--- src/rtl/fifo_pop_stream_if.sv ---
// ---------------------------------------------------------------------------
// fifo_pop_stream_if
//
// Purpose: groups the handshake signals around fifo_pop_stream. This covers
// the pop side of the registered-output FIFO and the valid/ready stream that
// goes to the consumer. Signal names match the adapter's port list.
//
// Signals:
//   fifo_empty_i  FIFO empty flag (FIFO -> adapter)
//   fifo_data_i   FIFO registered read data, valid the cycle after a pop
//   fifo_pop_o    pop request (adapter -> FIFO)
//   m_valid_o     output word valid (adapter -> consumer)
//   m_data_o      output word (adapter -> consumer)
//   m_ready_i     consumer accepts the word (consumer -> adapter)
//
// Modports:
//   master  the adapter's view (drives the pop and the stream)
//   slave   the environment's view (FIFO plus consumer)
// ---------------------------------------------------------------------------
interface fifo_pop_stream_if #(
    parameter int WIDTH = 32
);
    logic             fifo_empty_i;
    logic [WIDTH-1:0] fifo_data_i;
    logic             fifo_pop_o;
    logic             m_valid_o;
    logic [WIDTH-1:0] m_data_o;
    logic             m_ready_i;

    modport master (
        input  fifo_empty_i,
        input  fifo_data_i,
        input  m_ready_i,
        output fifo_pop_o,
        output m_valid_o,
        output m_data_o
    );

    modport slave (
        output fifo_empty_i,
        output fifo_data_i,
        output m_ready_i,
        input  fifo_pop_o,
        input  m_valid_o,
        input  m_data_o
    );
endinterface

--- src/rtl/fifo_pop_stream.sv ---
// ---------------------------------------------------------------------------
// fifo_pop_stream
//
// Purpose: read-side adapter for the registered-output FIFO. The FIFO
// returns data one cycle after a pop. This block issues the pops and parks
// the returned words in a small circular buffer. It presents the words as a
// valid/ready stream that sustains one word per cycle, so consumers never
// handle pop timing or the empty flag.
//
// Parameters:
//   WIDTH      data word width in bits
//   BUF_DEPTH  output buffer entries (power of two, >= 2)
//
// Ports:
//   clk_i    clock
//   rstn_i   asynchronous active-low reset
//   flush_i  discard buffered and in-flight data (only with
//            FIFO_POP_STREAM_FLUSH_EN defined)
//   bus      fifo_pop_stream_if.master: fifo_empty_i, fifo_data_i,
//            fifo_pop_o, m_valid_o, m_data_o, m_ready_i
//
// Optional feature macro: FIFO_POP_STREAM_FLUSH_EN adds flush_i and the
// flush logic. Without it the block has no flush port.
// ---------------------------------------------------------------------------
module fifo_pop_stream #(
    parameter int WIDTH     = 32,
    parameter int BUF_DEPTH = 2
) (
    input  logic               clk_i,
    input  logic               rstn_i,
`ifdef FIFO_POP_STREAM_FLUSH_EN
    input  logic               flush_i,
`endif
    fifo_pop_stream_if.master  bus
);

    localparam int PW = $clog2(BUF_DEPTH);
    localparam int CW = PW + 1;
    localparam logic [CW-1:0] DEPTH_C  = CW'(BUF_DEPTH);
    localparam logic [PW-1:0] PTR_ONE  = PW'(1);

    logic [WIDTH-1:0] buf_r [BUF_DEPTH];
    logic [PW-1:0]    head_r;
    logic [PW-1:0]    tail_r;
    logic [CW-1:0]    count_r;
    logic             inflight_r;

    logic             fire_w;
    logic             pop_w;
    logic [CW:0]      level_w;

    // Stream outputs come straight from registered state: the occupancy
    // counter and the buffer entry under the head pointer.
    assign bus.m_valid_o  = (count_r != '0);
    assign bus.m_data_o   = buf_r[head_r];
    assign fire_w         = bus.m_valid_o && bus.m_ready_i;
    assign bus.fifo_pop_o = pop_w;

    // Pop decision. level_w is the occupancy after this cycle's fire and
    // counts the word already in flight. The pop is allowed only if that
    // occupancy leaves room for the word it will return. The fire term lets
    // a full buffer keep popping while the consumer drains it. Gating with
    // rstn_i keeps the pop low while the block is held in reset.
    always_comb begin
        level_w = {1'b0, count_r} + {{CW{1'b0}}, inflight_r} - {{CW{1'b0}}, fire_w};
        pop_w   = rstn_i && !bus.fifo_empty_i && (level_w < {1'b0, DEPTH_C});
`ifdef FIFO_POP_STREAM_FLUSH_EN
        if (flush_i) begin
            pop_w = 1'b0;
        end
`endif
    end

    // Buffer state. A returned word is captured whenever a pop was issued
    // last cycle, and the head advances on every accepted output. A flush
    // overrides both: it empties the buffer by moving head onto tail and
    // drops the word still in flight. A word in flight when reset asserts is
    // also lost, because inflight_r is cleared.
    always_ff @(posedge clk_i or negedge rstn_i) begin
        if (!rstn_i) begin
            for (int i = 0; i < BUF_DEPTH; i++) begin
                buf_r[i] <= '0;
            end
            head_r     <= '0;
            tail_r     <= '0;
            count_r    <= '0;
            inflight_r <= 1'b0;
        end else begin
`ifdef FIFO_POP_STREAM_FLUSH_EN
            if (flush_i) begin
                count_r    <= '0;
                head_r     <= tail_r;
                inflight_r <= 1'b0;
            end else
`endif
            begin
                inflight_r <= pop_w;
                if (inflight_r) begin
                    buf_r[tail_r] <= bus.fifo_data_i;
                    tail_r        <= tail_r + PTR_ONE;
                end
                if (fire_w) begin
                    head_r <= head_r + PTR_ONE;
                end
                count_r <= count_r + {{PW{1'b0}}, inflight_r} - {{PW{1'b0}}, fire_w};
            end
        end
    end

    // Buffered plus in-flight words can never exceed the buffer size, and
    // the FIFO is never popped while empty.
    a_no_overflow: assert property (@(posedge clk_i) disable iff (!rstn_i)
        ({1'b0, count_r} + {{CW{1'b0}}, inflight_r}) <= {1'b0, DEPTH_C});

    a_no_empty_pop: assert property (@(posedge clk_i) disable iff (!rstn_i)
        !(bus.fifo_pop_o && bus.fifo_empty_i));

endmodule

--- src/flat_wrapper.sv ---
// flat-port wrapper written by rule: the top's interface ports become plain ports
module fifo_pop_stream_flat 
#(
    parameter int WIDTH     = 32,
    parameter int BUF_DEPTH = 2
)
  (clk_i, rstn_i, bus_fifo_empty_i, bus_fifo_data_i, bus_m_ready_i, bus_fifo_pop_o, bus_m_valid_o, bus_m_data_o);
  fifo_pop_stream_if #(.WIDTH(WIDTH)) bus_i ();
  input  logic clk_i;
  input  logic rstn_i;
  input wire logic [$bits(bus_i.fifo_empty_i)-1:0] bus_fifo_empty_i;
  input wire logic [$bits(bus_i.fifo_data_i)-1:0] bus_fifo_data_i;
  input wire logic [$bits(bus_i.m_ready_i)-1:0] bus_m_ready_i;
  output wire logic [$bits(bus_i.fifo_pop_o)-1:0] bus_fifo_pop_o;
  output wire logic [$bits(bus_i.m_valid_o)-1:0] bus_m_valid_o;
  output wire logic [$bits(bus_i.m_data_o)-1:0] bus_m_data_o;
  assign bus_i.fifo_empty_i = bus_fifo_empty_i;
  assign bus_i.fifo_data_i = bus_fifo_data_i;
  assign bus_i.m_ready_i = bus_m_ready_i;
  assign bus_fifo_pop_o = bus_i.fifo_pop_o;
  assign bus_m_valid_o = bus_i.m_valid_o;
  assign bus_m_data_o = bus_i.m_data_o;
  fifo_pop_stream #(.WIDTH(WIDTH), .BUF_DEPTH(BUF_DEPTH)) u_core (.clk_i(clk_i), .rstn_i(rstn_i), .bus(bus_i));
endmodule
--- config.mk ---
export PLATFORM = sky130hd
export DESIGN_NAME = fifo_pop_stream_flat
export DESIGN_NICKNAME = d
export VERILOG_FILES = /design/src/rtl/fifo_pop_stream_if.sv /design/src/rtl/fifo_pop_stream.sv /design/src/flat_wrapper.sv
export SDC_FILE = /design/constraint.sdc
export NUM_CORES = 1
export LEC_CHECK = 0
export BUFFER_PORTS_ARGS = -buffer_cell sky130_fd_sc_hd__buf_2
export CORE_ASPECT_RATIO = 1.2
export CORE_MARGIN = 1
export CORE_UTILIZATION = 28
export DETAILED_ROUTE_END_ITERATION = 8
export GPL_TIMING_DRIVEN = 0
export HOLD_SLACK_MARGIN = 0.03
export PLACE_DENSITY = 0.53
export SYNTH_ARGS = -nofsm -noshare
export SYNTH_HDL_FRONTEND = slang
export SYNTH_SLANG_ARGS = --single-unit
--- constraint.sdc ---
create_clock -name clk_i -period 6.1 [get_ports clk_i]
set_clock_uncertainty 0.05 [all_clocks]
set_input_delay 0.61 -clock clk_i [delete_from_list [all_inputs] [get_ports clk_i]]
set_output_delay 0.61 -clock clk_i [all_outputs]
set_load 0.005 [all_outputs]
==> impl_results.md, run 1 <==
- DR vias: 1792
- Crit-path most repeated cell: ha_1
- Yosys Warn Count: 0
- Leading area contributor after synthesis: dfrtp_1
- Total grt overflow: 0
- Final wirelength: 6.05 mm
- Worst slew margin: 69.4%
- Int Pwr: 0.00153 W
- Worst setup EP type: output port
- GR Util met3: 3.17%
- First-pass GRT wire length: 9.78 mm
- DRT antenna net count: 0
- Post-Syn Instances: 191
- Setup total negative slack: 0 ns
- Area contributors post-synth: dfrtp_1, mux2_2, mux2_4, buf_2, buf_6
- Slowest stage cell on the critical path: fa_1
- Cts repair resizes: 0
- Comb power frac: 38.5%
- Vias in the first global route: 1940
- Cell variety after synth: 15
- Max Freq: 323 MHz
- CTS Buffer Depth: 2
- Status: complete, no violations
- WS Path Type: register to output port
- Sequential area share after synthesis: 56.8%
- Nets: 311
- First-pass DRT Iterations: 3
- Die ar.: 0.0113 mm2
- Initial antenna violation count: 0
- Starting Density: 28.9%
- GR peak layer: met2
- Avg Cell Area, Syn: 15.9 um2
- Clock transition at the registers of the reported paths: 0.06 ns
- Multiplexer share of the synthesized area: 36.6%
- Synth Register Bits: 69
- Die width: 97.1 um
- Largest net degree at the start of global routing: 37
- Max-slew violations: 0
- Synth Area in Compound Gates: 0.247%
- RR Startpoint: u_core.count_r[1]$_DFF_PN0_
- Startpoint types: register
- Worst-Margin Slew: 0.459 ns
- Clock Power Share: 24.0%
- Cell Chain, Critical Path: o21a_1 -> ha_1 -> inv_1 -> ha_1 -> fa_1 -> nor4b_1 -> buf_2
- Die height: 116 um
- Top cell type's share of synthesized area: 56.8%
- Final GP Congestion: 0.692
- MaxCap Viol Count: 0
- PwrDens: 549 mW/mm2
- Postcts setup bufs: 0
- Mapped cell area: 0.00304 mm2
- CP Max Fanout: 3
- Detailed Route Iter0 Violations: 36
- Vias/cell: 4.41
- Rows: 41
- Port bufs: 69
- Final setup violation count: 0
- Max VDD drop: 0.194 mV
- Dpl hpwl: 4.23 mm
- N_diodes: 0
- Wire length per cell: 14.9 um
- RSZ-0062 raised after global routing: false
- Fin. Hold Viols: 0
- GR Layer Usage met2: 18.8%
- XOR/XNOR Fraction of Synth Area: 0.865%
- Post-route DRC: 0
- Root Buffer: clkbuf_16
- WP data required: 5.44 ns
- WHS: 0.179 ns
- CTS tree: yes
- Met1 Use GR: 13.9%
- Crit path launch: u_core.count_r[1]$_DFF_PN0_
- Sink Count: 69
- Worst-Skew Late Latency: 0.33 ns
- Final Critical Period: 3.09 ns
- Largest family of logic cells by synthesized area: multiplexers
- Gr usage total: 11.7%
- # H-tree levels: 3
- CTS hold repair buffers: 0
- CTS buffer count: 9
- Synth-to-Final Area Change: 27.1%
- Crit path DAT: 2.43 ns
- Adder-cell share of the synthesized area: 1.48%
- CORE AREA: 0.0105 mm2
- Share of layout cells above drive strength 1: 69.3%
- Net Sw Frac: 28.0%
- I/O pins: 70
- Reg power frac: 37.5%
- Post-synth net total: 230
- Slowest stage delay, CP: 0.47 ns
- Worst min path class: input pin to async pin
- Static Leakage: 1.80 nW
- Net Sw Power: 0.000593 W
- Synth Area in Simple Gates: 0.741%
- Period utilization: 50.7%
## layer usage
metal,routed length [um],share of wire [%],vias to the layer above
li1,-,-,833
met1,2720,45,903
met2,2940,49,47
met3,255,4.2,9
met4,140,2.3,0
met5,0,0,-
## worst paths after layout
kind / endpoint / slack, ns / cells past startpoint
worst max-delay path: bus_fifo_pop_o / 3.01 / 7
worst min-delay path: u_core.inflight_r$_DFF_PN0_ / 0.18 / 1
worst max register to register: u_core.inflight_r$_DFF_PN0_ / 4.01 / 6
worst min register to register: u_core.tail_r$_DFFE_PN0P_ / 0.44 / 1
max in group asynchronous: u_core.buf_r[13]$_DFFE_PN0P_ / 5.27 / 2
min in group clk_i: u_core.inflight_r$_DFF_PN0_ / 0.39 / 2
## critical path: cells and delay by family (launching register included)
family                     cells  cell delay [ns]
AOI/OAI and AO/OA              1             0.22
adders and majority gates      3             0.93
buffers and inverters          2             0.22
DFF                            1             0.40
and+or+nand+nor                1             0.34
## synth_stat cells
| cell type | number |
|---|---|
| buf_2 | 7 |
| buf_6 | 3 |
| buf_8 | 1 |
| dfrtp_1 | 69 |
| fa_1 | 1 |
| ha_1 | 2 |
| inv_1 | 4 |
| mux2_2 | 88 |
| mux2_4 | 8 |
| nand2_1 | 2 |
| nor2b_1 | 1 |
| nor4b_1 | 1 |
| o21a_1 | 1 |
| xnor2_1 | 1 |
| xor2_1 | 2 |
## power by group through the flow
stage               Combinational, W  Clock, W  Sequential (W)
floorplan                   0.000575         0        0.000768
global placement            0.000824         0        0.000790
detailed placement          0.000838         0        0.000801
CTS                         0.000843  0.000528        0.000796
global route                0.000903  0.000547        0.000823
finish                      0.000817  0.000509        0.000794
## through the flow
step / setup WS, ns / instance area, um2 / total power [W] / utilization, % / cells
floorplan: 3.40 / 3040 / 0.00134 / - / 191
global placement: 3.00 / 3540 / 0.00161 / 33.7 / 389
detailed placement: 3.11 / 3570 / 0.00164 / 33.9 / 390
CTS: 2.96 / 3860 / 0.00217 / 36.7 / 406
global route: 2.84 / 3860 / 0.00227 / 36.7 / 406
finish: 3.01 / 3860 / 0.00212 / 36.7 / 406
## flip-flops by register name, summed over array words and instances (netlist names)
register / flops
u_core.head_r: 1
u_core.count_r: 2
u_core.buf_r: 64
u_core.tail_r: 1
u_core.inflight_r: 1
## cell type report
type                    instances  area [um2]
well taps                     129         161
clock inverters                 5        50.0
inverters                       4        15.0
multi-input cells             107        1210
repair buffers                 70         368
flip-flops and latches         69        1730
clock buffers                  11         243
plain buffers                  11        83.8
fillers                      1071        6660
## layout by cell type, fill, tap and decap left out, types with 2 or more instances in the layout
cell type  instances
clkinv_2           4
buf_2             75
nand2_1            2
inv_1              4
mux2_4             8
dfrtp_1           69
xor2_1             2
mux2_2            88
ha_1               2
clkbuf_16          9
buf_6              3
## cell families after synthesis
| family | after synthesis |
|---|---|
| and+or+nand+nor | 4 |
| AOI/OAI and AO/OA | 1 |
| adders and majority gates | 3 |
| DFF | 69 |
| xor gates and xnor gates | 3 |
| buffers and inverters | 15 |
| muxes | 96 |
(Power assumes the default switching activity.)
==> run 2, diff against run 1 <==
--- a/config.mk
+++ b/config.mk
@@ -12,7 +12,7 @@
 export DETAILED_ROUTE_END_ITERATION = 8
 export GPL_TIMING_DRIVEN = 0
 export HOLD_SLACK_MARGIN = 0.03
-export PLACE_DENSITY = 0.53
+export PLACE_DENSITY = 0.55
 export SYNTH_ARGS = -nofsm -noshare
 export SYNTH_HDL_FRONTEND = slang
 export SYNTH_SLANG_ARGS = --single-unit
==> constraint.sdc (replaced) <==
create_clock -name clk_i -period 2.7 [get_ports clk_i]
set_clock_uncertainty 0.05 [all_clocks]
set_input_delay 0.27 -clock clk_i [delete_from_list [all_inputs] [get_ports clk_i]]
set_output_delay 0.27 -clock clk_i [all_outputs]
set_load 0.005 [all_outputs]
==> run 2 against run 1 <==
  * Routed wire length rose by 3.2%
  * Via count up 1.5%
  * Count of clock-buffer cells in the layout is 4 higher
  * Setup slack worse by 2.9 ns
  * Highest routed layer unchanged
==> impl_results.md, run 2 (synthesized netlist as in run 1, its figures left out) <==
- R2R Setup Slk: 0.73 ns
- Area occupied by multi-input gates: 0.00123 mm2
- Detailed Route Iter0 Violations: 32
- Overall Power: 0.00486 W
- WP data required: 2.38 ns
- Max FFs per register: 64
- Initial antenna violation count: 0
- Die height: 116 um
- Slowest stage delay, CP: 0.44 ns
- CTS buffer count: 9
- RR Startpoint: u_core.count_r[0]$_DFF_PN0_
- Fin. Hold Viols: 0
- Worst min path class: input pin to register
- Worst slew margin: 71.9%
- Worst setup EP type: output port
- Dpl hpwl: 4.35 mm
- Commonest non-fill, non-tap cell in the layout: mux2_2
- Worst-Margin Slew: 0.422 ns
- Post-route DRC: 0
- Root Buffer: clkbuf_16
- CP Buf/Inv Count: 2
- # H-tree levels: 3
- Share of layout cells above drive strength 1: 70.6%
- First-pass DRT Iterations: 4
- Sink Count: 69
- Setup WS pre-CTS: 0.213 ns
- WS Path Type: register to output port
- Min-Delay Endpoint: u_core.inflight_r$_DFF_PN0_
- CTS tree: yes
- Rows: 41
- Worst Min Path Start: bus_fifo_empty_i
- Wire length per cell: 15.3 um
- Total grt overflow: 0
- Reg2reg end: u_core.inflight_r$_DFF_PN0_
- Worst-Skew Late Latency: 0.33 ns
- CP Max Fanout: 2
- Max VDD drop: 0.460 mV
- DR vias: 1818
- Final instance area: 0.00391 mm2
- I/O pins: 70
- RSZ-0062 raised after global routing: true
- Max Freq: 380 MHz
- Die ar.: 0.0113 mm2
- CTS Buffer Depth: 2
- Status: complete, no violations
- N_diodes: 0
- Startpoint types: register
- Period utilization: 97.4%
- Largest net degree at the start of global routing: 41
- Port bufs: 69
- Post-layout util: 37.2%
- CORE AREA: 0.0105 mm2
- Final wirelength: 6.24 mm
- DRT antenna net count: 0
- PwrDens: 1240 mW/mm2
- Crit path DAT: 2.31 ns
- Fillers: 1000
- Commonest cells after routing, fill and taps aside: mux2_2, buf_2, dfrtp_1
- MaxCap Viol Count: 0
- Regs by FF count: u_core.buf_r x64, u_core.count_r x2
- Top reg by flops: u_core.buf_r
- Cell Chain, Critical Path: o21a_1 -> ha_1 -> inv_1 -> ha_2 -> fa_2 -> nor4b_2 -> buf_2
- Hold Path Depth: 2
- Slowest stage cell on the critical path: fa_2
- Final setup violation count: 0
- Starting Density: 28.9%
- Final Critical Period: 2.63 ns
- Reg area: 0.00173 mm2
- Die width: 97.1 um
- Gr usage total: 12.1%
- Vias in the first global route: 1953
- Max-slew violations: 0
- Clock transition at the registers of the reported paths: 0.05 ns
- First-pass GRT wire length: 10.2 mm
- Static Leakage: 1.81 nW
- Top delay family on crit path: adder cells
- Path depth of the worst reg2reg path: 6
- Final worst slack: 0.0706 ns
- Nets: 314
- Vias/cell: 4.46
- Area post-placement: 0.00357 mm2
- Final GP Congestion: 0.662
- Synth-to-Final Area Change: 28.7%
==> run 2: changes by cell type in the layout (fill, tap and decap cells not counted), sizes merged <==
cell,before,now
dlygate4sd3,0,1
clkinv,4,0
clkbuf,11,15
bufinv,1,0
buf,81,83
==> run 2: metal layers <==
layer	GRT usage, %	part of all wire [%]	vias up
met2	19.3	48	49
met4	7.16	2.4	0
met1	15.0	46	915
li1	-	-	843
met3	3.11	4.2	11
met5	0	0	-
==> run 2: worst max-delay path by stage <==
stage / start / end / slack, ns / cells past startpoint
after floorplan: u_core.count_r[1]$_DFF_PN0_ / bus_fifo_pop_o / 0.47 / 7
after global placement: rstn_i / bus_fifo_pop_o / 0.24 / 3
after detailed placement: u_core.count_r[1]$_DFF_PN0_ / bus_fifo_pop_o / 0.21 / 8
after CTS: u_core.count_r[1]$_DFF_PN0_ / bus_fifo_pop_o / -0.04 / 8
after global routing: u_core.count_r[1]$_DFF_PN0_ / bus_fifo_pop_o / -0.07 / 8
final: u_core.count_r[0]$_DFF_PN0_ / bus_fifo_pop_o / 0.07 / 7
==> run 2: per-stage QoR <==
stage          cells  TNS, ns  hold WS [ns]
6_report         408        0        0.0657
5_1_grt          408  -0.0705        0.0602
4_1_cts          408  -0.0409        0.0527
3_5_place_dp     390        0         0.187
3_3_place_gp     389        0         0.407
2_1_floorplan    191        0       -0.0756
==> run 2: worst register-to-register path: stages (launching register included) <==
cell     delay (ns)
dfrtp_1        0.38
o21a_1         0.21
ha_1           0.27
inv_1          0.06
ha_2           0.17
fa_2           0.44
nor4b_2        0.30
==> run 2: power breakdown <==
group	leakage (nW)	switching [W]	internal [W]	total (W)
logic	0.840	0.000718	0.00119	0.00191
clock network	0.148	0.000411	0.000743	0.00115
registers	0.825	0.000238	0.00156	0.00180
total	1.81	0.00137	0.00349	0.00486
==> run 2: area by class of cell <==
cell class,count,share of cell area (%)
tap,129,4.13
inverter,4,0.384
clock buffer,15,7.62
buffer,11,2.14
multi-input combinational,107,31.5
timing repair buffer,73,10.1
sequential,69,44.2
==> run 2: what timing repair did <==
action	in CTS	in global routing
buffers inserted	2	0
gates resized for setup	4	0
hold buffers	1	0
gates cloned	0	0
endpoints found under the hold margin	30	0
setup endpoints to repair	1	1
pin swaps	5	2
